--- config.mk ---
export PLATFORM = sky130hd
export DESIGN_NAME = mac_seq_ctrl
export DESIGN_NICKNAME = d
export VERILOG_FILES = /design/src/rtl/mac_pkg.sv /design/src/rtl/mac_drain_cnt.sv /design/src/rtl/mac_seq_ctrl.sv
export SDC_FILE = /design/constraint.sdc
export NUM_CORES = 1
export LEC_CHECK = 0
export CAP_MARGIN = 10
export CORE_UTILIZATION = 48
export CTS_CLUSTER_SIZE = 14
export DETAILED_ROUTE_END_ITERATION = 8
export GPL_TIMING_DRIVEN = 0
export MAX_ROUTING_LAYER = met4
export PLACE_DENSITY = 0.77
export SETUP_SLACK_MARGIN = 0.1
export SLEW_MARGIN = 20
export SYNTH_ARGS = -nofsm -noshare
export SYNTH_HDL_FRONTEND = slang
export SYNTH_SLANG_ARGS = --single-unit
--- constraint.sdc ---
create_clock -name clock -period 1.9 [get_ports clock]
set_input_delay 0.38 -clock clock [delete_from_list [all_inputs] [get_ports clock]]
set_output_delay 0.38 -clock clock [all_outputs]
set_load 0.01 [all_outputs]
--- src/rtl/mac_pkg.sv ---
// Shared definitions for the floating-point MAC sequencer and its helpers.
// Combinational-only content: state encoding, default latencies, stage widths.
package mac_pkg;

  typedef enum logic [1:0] {
    IDLE  = 2'd0,
    ISSUE = 2'd1,
    DRAIN = 2'd2,
    DONE  = 2'd3
  } state_t;

  localparam int RD_LAT_DEF   = 1;
  localparam int PIPE_LAT_DEF = 4;
  localparam int EXP_W        = 8;
  localparam int SIG_W        = 22;
  // Wide enough for the largest RD_LAT + PIPE_LAT (4 + 8).
  localparam int DRAIN_W      = 4;

  typedef struct packed {
    logic             sign;
    logic [EXP_W-1:0] exp;
    logic [SIG_W-1:0] sig;
  } stage_t;

endpackage

--- src/rtl/mac_drain_cnt.sv ---
// Loadable down-counter with enable and a ==1 flag; load wins over enable.
// One-cycle update latency; holds its value whenever en is low.
module mac_drain_cnt #(
  parameter int W = 4
) (
  input  logic         clock,
  input  logic         resetn,
  input  logic         load,
  input  logic [W-1:0] load_val,
  input  logic         en,
  output logic [W-1:0] cnt,
  output logic         is_one
);

  always_ff @(posedge clock or negedge resetn) begin
    if (!resetn) begin
      cnt <= '0;
    end else if (load) begin
      cnt <= load_val;
    end else if (en && (cnt != '0)) begin
      cnt <= cnt - W'(1);
    end
  end

  assign is_one = (cnt == W'(1));

endmodule

--- src/rtl/mac_seq_ctrl.sv ---
// Dot-product sequencer: issues len operand reads, drains RD_LAT+PIPE_LAT stages, holds result.
// Result valid N+RD_LAT+PIPE_LAT+1 cycles after start; stall freezes ISSUE/DRAIN one cycle each.
module mac_seq_ctrl
  import mac_pkg::*;
#(
  parameter int LEN_W    = 8,
  parameter int RD_LAT   = RD_LAT_DEF,
  parameter int PIPE_LAT = PIPE_LAT_DEF
) (
  input  logic             clock,
  input  logic             resetn,
  input  logic             start,
  input  logic [LEN_W-1:0] len,
  input  logic [LEN_W-1:0] base_addr,
  input  logic             stall,
  input  logic             abort,
  output logic             rd_en,
  output logic [LEN_W-1:0] rd_addr,
  output logic             pipe_en,
  output logic             first_tag,
  output logic             acc_clr,
  output logic             busy,
  output logic             result_valid,
  output logic             result_zero,
  input  logic             result_ready
);

  state_t             state, state_nxt;
  logic [LEN_W-1:0]   base_q, len_q, count_q;
  logic               acc_clr_q, result_zero_q;
  logic               issue, accept_job, drain_load, drain_en, drain_one;
  logic [DRAIN_W-1:0] drain_cnt;

  mac_drain_cnt #(.W(DRAIN_W)) u_drain_cnt (
    .clock    (clock),
    .resetn   (resetn),
    .load     (drain_load),
    .load_val (DRAIN_W'(RD_LAT + PIPE_LAT)),
    .en       (drain_en),
    .cnt      (drain_cnt),
    .is_one   (drain_one)
  );

  assign accept_job = (state == IDLE) && start && !abort && (len != '0);

  always_comb begin
    state_nxt  = state;
    issue      = 1'b0;
    drain_load = 1'b0;
    drain_en   = 1'b0;
    case (state)
      IDLE: begin
        if (start && !abort) state_nxt = (len == '0) ? DONE : ISSUE;
      end
      ISSUE: begin
        if (abort) begin
          state_nxt = IDLE;
        end else if (!stall) begin
          issue = 1'b1;
          if (count_q == len_q - LEN_W'(1)) begin
            drain_load = 1'b1;
            state_nxt  = DRAIN;
          end
        end
      end
      DRAIN: begin
        if (abort) begin
          state_nxt = IDLE;
        end else if (!stall) begin
          drain_en = 1'b1;
          if (drain_one) state_nxt = DONE;
        end
      end
      DONE: begin
        if (abort || result_ready) state_nxt = IDLE;
      end
      default: state_nxt = IDLE;
    endcase
  end

  always_ff @(posedge clock or negedge resetn) begin
    if (!resetn) begin
      state         <= IDLE;
      base_q        <= '0;
      len_q         <= '0;
      count_q       <= '0;
      acc_clr_q     <= 1'b0;
      result_zero_q <= 1'b0;
    end else begin
      state     <= state_nxt;
      acc_clr_q <= accept_job || ((state != IDLE) && abort);
      if (accept_job) begin
        base_q  <= base_addr;
        len_q   <= len;
        count_q <= '0;
      end else if (issue) begin
        count_q <= count_q + LEN_W'(1);
      end
      // Only a zero-length start reaches DONE with result_zero; it then holds until leaving DONE.
      if (state == IDLE) result_zero_q <= start && !abort && (len == '0);
      else if (state_nxt != DONE) result_zero_q <= 1'b0;
    end
  end

  assign rd_en        = issue;
  assign rd_addr      = base_q + count_q;
  assign first_tag    = issue && (count_q == '0);
  assign pipe_en      = ((state == ISSUE) || (state == DRAIN)) && !stall && !abort;
  assign acc_clr      = acc_clr_q;
  assign busy         = (state != IDLE);
  assign result_valid = (state == DONE);
  assign result_zero  = result_zero_q;

endmodule

==> run_results.csv, run 1 <==
group,metric,value,unit
pwr,p_int,2.47,mW
pwr,p_clk_share,13.8,%
final_layout,fill_cells,276,
sta,fmax,414,MHz
global_route,grt-busiest-layer,"met2",
pwr,vdd_drop_max,780,µV
pwr,switching_share,38.8,%
synthesis,ys_ff_latch,32,
final_layout,most-common-layout-cells,"27 x dfrtp_1, 20 x clkdlybuf4s50_1, 20 x buf_4",
sta,hold_viol,0,
global_route,antenna_found_initial,0,
routing,vias,1813,
routing,ant_nets,0,
pwr,powerDensity,1290,nW/µm²
global_route,grt_max_degree,18,
routing,drt_wl_total,5.35,mm
sta,setup_ws,-0.515,ns
setup_path,crit_type,"flip-flop to primary output",
die,core-area,4090,µm²
clocking,hold_buffers,0,
synthesis,synth-main-ff-cell,"dfrtp_1",
final_layout,final_nets,322,
synthesis,synth_warnings,0,
sta,period_minus_slack,2.41,ns
setup_path,critPathArrivalTime,2.03,ns
setup_path,endpoint_kind,"primary output",
pwr,p_total,4.04,mW
global_route,grt_pass1_wl,8.34,mm
routing,drt_iter0_drc,100,
global_route,grt_pass1_vias,1796,
pwr,comb_power_share,57.3,%
place,port_buffers,36,
global_route,grt_usage,25.6,%
sta,fin_skew,0.00324,ns
setup_path,crit_fanout,2,
die,dieArea,4620,µm²
sta,worst_slew_pin_slew,0.444,ns
sta,finalMaxSlewViolations,0,
final_layout,final_common_cell,"dfrtp_1",
synthesis,synthAdderAreaFrac,11.1,%
final_layout,drive_gt1_share,41.0,%
place,gp_congestion,0.844,
pwr,p_seq_share,28.9,%
final_layout,synthToLayoutAreaGrowth,49.4,%
sta,setup_tns,-3.20,ns
synthesis,async_flop_share,100,%
clocking,cts.clk_slew.worst_paths,0.07,ns
synthesis,syn_avg_cell_area,10.1,µm²
synthesis,syn_inst,208,
die,io_pins,37,
synthesis,yosysUniqueCellTypes,43,
global_route,met1_usage,30.7,%
clocking,cts-htree-levels,2,
setup_path,cp-start-kind,"flip-flop",
sta,maxSlewHeadroom,70.4,%
pwr,p_sw,1.57,mW
routing,vias_per_cell,5.44,
place,hpwlAfterDp,3.47,mm
clocking,clock-sinks,32,
sta,finalCritPeriodShare,127,%
pwr,total_leakage_power,1.44,nW
synthesis,synthMuxAreaShare,7.54,%
global_route,grtUsageMet3,6.50,%
die,start_util,51.2,%
die,num_rows,23,
hold_path,hp-class,"primary input to async pin",
synthesis,synth_top_family_by_area,"simple AND/OR/NAND/NOR gates",
synthesis,synth_edf_count,0,
synthesis,synth_compound_area_share,10.5,%
status,violations,"setup timing",
synthesis,synthesis.nets,248,
clocking,cts_tree,"done",
clocking,cts.path.max_buffers,2,
die,dieWidth,68,µm
clocking,cts_inserted_buffers,5,
routing,dr.pass1.iters,4,
status,outcome,"finished with violations",
synthesis,yosys.area_share.simple,18.4,%
run,maxCapViolations,0,
global_route,met2_usage,42.4,%
setup_path,crit_required,1.52,ns
global_route,grt_overflow,0,
synthesis,synthXorXnorAreaFrac,10.5,%
clocking,clock_latency,0.29,ns
clocking,clockRootBuffer,"clkbuf_8",
sta,rsz0062_at_grt,"true",
routing,drc_errors,0,
synthesis,yosysSeqAreaShare,38.3,%
routing,avgRoutedWirePerCell,16.1,µm
synthesis,syn_area,2090,µm²
final_layout,num_antenna_cells,0,
sta,setup_violations,14,
die,die_y,68,µm
-- power groups by stage --
stage / clock [mW] / sequential, mW / combinational [mW]
floorplan: 0 / 1.12 / 1.21
global placement: 0 / 1.17 / 1.73
detailed placement: 0 / 1.19 / 1.79
CTS: 0.553 / 1.15 / 2.01
global route: 0.598 / 1.20 / 2.53
finish: 0.557 / 1.17 / 2.32
-- synthesized netlist by cell type (all sizes together) (2+ instances only) --
| cell | instances | share of area [%] |
|---|---|---|
| and2 | 3 | 0.96 |
| xnor2 | 14 | 5.9 |
| ha | 17 | 10 |
| mux2 | 14 | 7.5 |
| nor2b | 3 | 0.90 |
| o21ai | 8 | 1.9 |
| nor4 | 5 | 2.2 |
| inv | 15 | 2.7 |
| a21oi | 8 | 2.1 |
| xor2 | 11 | 4.6 |
| nor3 | 5 | 1.7 |
| dfrtp | 32 | 38 |
| and3 | 2 | 0.66 |
| nand2 | 14 | 2.6 |
| nand2b | 5 | 1.5 |
| nor2 | 16 | 2.9 |
| nand4 | 5 | 1.5 |
| a21o | 6 | 2.2 |
| buf | 3 | 0.84 |
| nand3 | 5 | 1.4 |
| a31o | 2 | 0.84 |
| a31oi | 2 | 0.60 |
| o21bai | 2 | 0.72 |
-- critical path, cell delays in order (launching register included) --
cell and delay [ns]:
dfrtp_2 0.43, ha_4 0.17, inv_2 0.05, fa_2 0.20, inv_2 0.04, a21oi_2 0.12
o21bai_1 0.11, a21o_1 0.18, a21oi_2 0.18, xnor2_2 0.13, buf_2 0.15
-- sequential cells by signal, summed over array words and instances (netlist names) --
signal and cells:
acc_clr 1, base_q 8, count_q 8, len_q 8, result_zero 1, state 2, u_drain_cnt.cnt 4
-- through the flow --
stage / utilization (%) / instance area [µm²] / worst slack (ns) / hold slack [ns] / cells
6_report: 76.4 / 3120 / -0.515 / 0.0251 / 333
5_1_grt: 76.4 / 3120 / -0.611 / 0.0577 / 333
4_1_cts: 72.0 / 2940 / -0.500 / 0.0352 / 325
3_5_place_dp: 63.3 / 2590 / -0.929 / 0.345 / 295
3_3_place_gp: 62.8 / 2570 / -0.945 / 0.503 / 294
2_1_floorplan: - / 2140 / -0.214 / 0.0844 / 208
-- layout make-up --
type	count	area, µm²	area share [%]
plain buffers	4	45.0	1.44
flip-flops and latches	32	807	25.8
clock buffers	8	90.1	2.88
multi-input cells	157	1470	46.9
inverters	15	61.3	1.96
well taps	50	62.6	2.00
repair buffers	67	592	19.0
-- final timing paths --
| check | startpoint | slack, ns | endpoint | cells past startpoint |
|---|---|---|---|---|
| setup / recovery | count_q[0]$_DFFE_PN0P_ | -0.51 | rd_addr[6] | 10 |
| min in group clock | base_q[4]$_DFFE_PN0P_ | 0.53 | base_q[4]$_DFFE_PN0P_ | 1 |
| max in group asynchronous | resetn | 1.43 | state[0]$_DFF_PN0_ | 2 |
| hold reg to reg | base_q[4]$_DFFE_PN0P_ | 0.53 | base_q[4]$_DFFE_PN0P_ | 1 |
| hold / removal | resetn | 0.03 | base_q[5]$_DFFE_PN0P_ | 1 |
| setup reg to reg | count_q[0]$_DFFE_PN0P_ | -0.13 | result_zero$_DFFE_PN0P_ | 10 |
-- logic make-up (layout without fill, tap and decap cells) --
group | count (synthesis) | in the layout
AO/OA/AOI/OAI | 32 | 32
XOR/XNOR | 25 | 25
adder cells (fa/ha/maj) | 18 | 18
buffers and inverters | 19 | 94
flip-flops | 32 | 32
multiplexers | 14 | 14
AND/OR/NAND/NOR | 68 | 68
-- layer usage --
layer | up-vias | share of wire, %
met5 | - | 0
met4 | 0 | 1.7
met3 | 8 | 4.7
met2 | 51 | 51
met1 | 883 | 43
li1 | 871 | -
-- timing repair --
action	4_1_cts	5_1_grt
setup buffers	22	9
pin swaps	23	19
gates resized for setup	82	39
endpoints found under the setup margin	45	24
Power figures use the tool's default switching activity.
==> run 2, diff against run 1 <==
--- a/config.mk
+++ b/config.mk
@@ -12,7 +12,7 @@
 export GPL_TIMING_DRIVEN = 0
 export MAX_ROUTING_LAYER = met4
 export PLACE_DENSITY = 0.77
-export SETUP_SLACK_MARGIN = 0.1
+export SETUP_SLACK_MARGIN = 0.02
 export SLEW_MARGIN = 20
 export SYNTH_ARGS = -nofsm -noshare
 export SYNTH_HDL_FRONTEND = slang
==> constraint.sdc (replaced) <==
create_clock -name clock -period 2.13 [get_ports clock]
set_input_delay 0.426 -clock clock [delete_from_list [all_inputs] [get_ports clock]]
set_output_delay 0.426 -clock clock [all_outputs]
set_load 0.01 [all_outputs]
==> run_results.csv, run 2 (synthesis gave the netlist of run 1 again) <==
group,metric,value,unit
routing,drc_errors,0,
clocking,cts.path.max_buffers,2,
die,core-area,4090,µm²
status,outcome,"finished with violations",
clocking,cts_tree,"done",
place,dpl-instance-area,2550,µm²
final_layout,synthToLayoutAreaGrowth,34.5,%
die,num_rows,23,
global_route,antenna_found_initial,0,
routing,vias_per_cell,5.31,
sta,period_minus_slack,2.44,ns
global_route,grt_pass1_vias,1642,
sta,rsz0062_at_grt,"true",
final_layout,final_nets,305,
setup_path,critPathArrivalTime,2.02,ns
place,port_buffers,36,
clocking,cts-htree-levels,2,
clocking,clock_latency,0.29,ns
global_route,grt_pass1_wl,7.42,mm
pwr,powerDensity,1150,nW/µm²
sta,hold_viol,0,
clocking,cts_inserted_buffers,5,
routing,dr.pass1.iters,4,
final_layout,reg.largest.list,"base_q x8, count_q x8, len_q x8",
place,pre_cts_slack,-0.709,ns
sta,maxSlewHeadroom,58.5,%
die,dieWidth,68,µm
sta,fmax,409,MHz
clocking,clockRootBuffer,"clkbuf_8",
sta,worst_slew_pin_slew,0.616,ns
routing,vias,1678,
pwr,total_leakage_power,1.33,nW
die,start_util,51.2,%
setup_path,cp-start-kind,"flip-flop",
sta,setup_ws,-0.315,ns
setup_path,crit_required,1.70,ns
sta,setup_violations,5,
routing,drt_iter0_drc,105,
status,violations,"setup timing",
setup_path,slowest_delay,0.43,ns
routing,avgRoutedWirePerCell,14.3,µm
pwr,p_total,3.23,mW
pwr,vdd_drop_max,691,µV
routing,drt_wl_total,4.51,mm
place,hpwlAfterDp,3.29,mm
final_layout,drive_gt1_share,29.7,%
setup_path,critPathSlowestCell,"dfrtp_2",
die,die_y,68,µm
sta,finalMaxSlewViolations,0,
sta,fin_skew,0.00769,ns
global_route,grt_usage,22.9,%
die,io_pins,37,
setup_path,endpoint_kind,"primary output",
clocking,hold_buffers,0,
sta,finalCritPeriodShare,115,%
die,dieArea,4620,µm²
run,maxCapViolations,0,
global_route,grt_overflow,0,
place,gp_congestion,0.852,
final_layout,final_common_cell,"dfrtp_1",
hold_path,hp-class,"primary input to async pin",
final_layout,num_antenna_cells,0,
clocking,clock-sinks,32,
clocking,cts.clk_slew.worst_paths,0.07,ns
final_layout,finalInstanceArea,2810,µm²
routing,ant_nets,0,
setup_path,path_cells,"ha_4 -> inv_2 -> fa_2 -> inv_2 -> a21oi_2 -> o21bai_2 -> a21o_1 -> a21oi_2 -> xnor2_2 -> buf_2",
final_layout,most-common-layout-cells,"31 x dfrtp_1, 22 x clkdlybuf4s50_1, 15 x nor2_1",
setup_path,crit_type,"flip-flop to primary output",
setup_path,crit_fanout,2,
global_route,grt_max_degree,20,
==> run 2: changes by cell type in the layout (fill, tap and decap cells not counted), moves of 4 or more <==
| cell | delta |
|---|---|
| buf_4 | -7 |
| mux2_4 | -12 |
| dfrtp_1 | +4 |
| dfrtp_2 | -4 |
| inv_1 | +5 |
| mux2_2 | +12 |
| buf_6 | -13 |
==> run 2: metrics by stage <==
step	util (%)	setup TNS (ns)	hold slack [ns]	cells
2_1_floorplan	-	-0.0303	0.130	208
3_3_place_gp	61.9	-17.95	0.496	294
3_5_place_dp	62.5	-17.22	0.374	295
4_1_cts	67.0	-1.06	0.0657	315
5_1_grt	68.8	-1.56	0.0649	316
6_report	68.8	-1.16	0.0509	316
==> run 2: critical path: cells and delay by family (launching register included) <==
family | cells | cell delay (ns)
AOI/OAI and AO/OA | 4 | 0.57
xor gates and xnor gates | 1 | 0.12
adders and majority gates | 2 | 0.38
buffers and inverters | 3 | 0.24
DFF | 1 | 0.43
==> run 2: path summary, 6_finish.rpt <==
path	slack (ns)	to	cells after the start	from
worst max-delay path	-0.31	rd_addr[6]	10	count_q[0]$_DFFE_PN0P_
worst min-delay path	0.05	base_q[2]$_DFFE_PN0P_	1	resetn
worst max register to register	0.13	result_zero$_DFFE_PN0P_	7	len_q[2]$_DFFE_PN0P_
worst min register to register	0.51	result_zero$_DFFE_PN0P_	1	result_zero$_DFFE_PN0P_
max in group asynchronous	1.66	state[0]$_DFF_PN0_	2	resetn
min in group clock	0.51	result_zero$_DFFE_PN0P_	1	result_zero$_DFFE_PN0P_
==> run 2: cell type report <==
type | instances | area [µm²]
multi-input combinational | 157 | 1330
fill | 320 | 1270
sequential | 32 | 802
timing repair buffer | 50 | 442
clock buffer | 8 | 90.1
tap | 50 | 62.6
inverter | 15 | 56.3
buffer | 4 | 27.5
==> run 2: repair_timing <==
item                       in CTS  in global routing
setup buffers                  12                  2
gates resized for setup        43                 20
pin swaps                      13                 12
setup endpoints to repair      37                 16
==> run 2: power by group <==
part	switching [mW]	internal [mW]	leakage (nW)	total, mW
clock	0.217	0.263	0.0455	0.480
combinational	0.850	0.888	0.880	1.74
sequential	0.199	0.817	0.402	1.02
total	1.27	1.97	1.33	3.23
==> run 2: routing by layer <==
metal | global-route usage, % | wire length (µm) | up-vias
met2 | 37.1 | 2090 | 38
met3 | 4.67 | 217 | 6
met4 | 6.77 | 61 | 0
met1 | 28.6 | 2150 | 797
met5 | - | 0 | -
li1 | - | - | 837
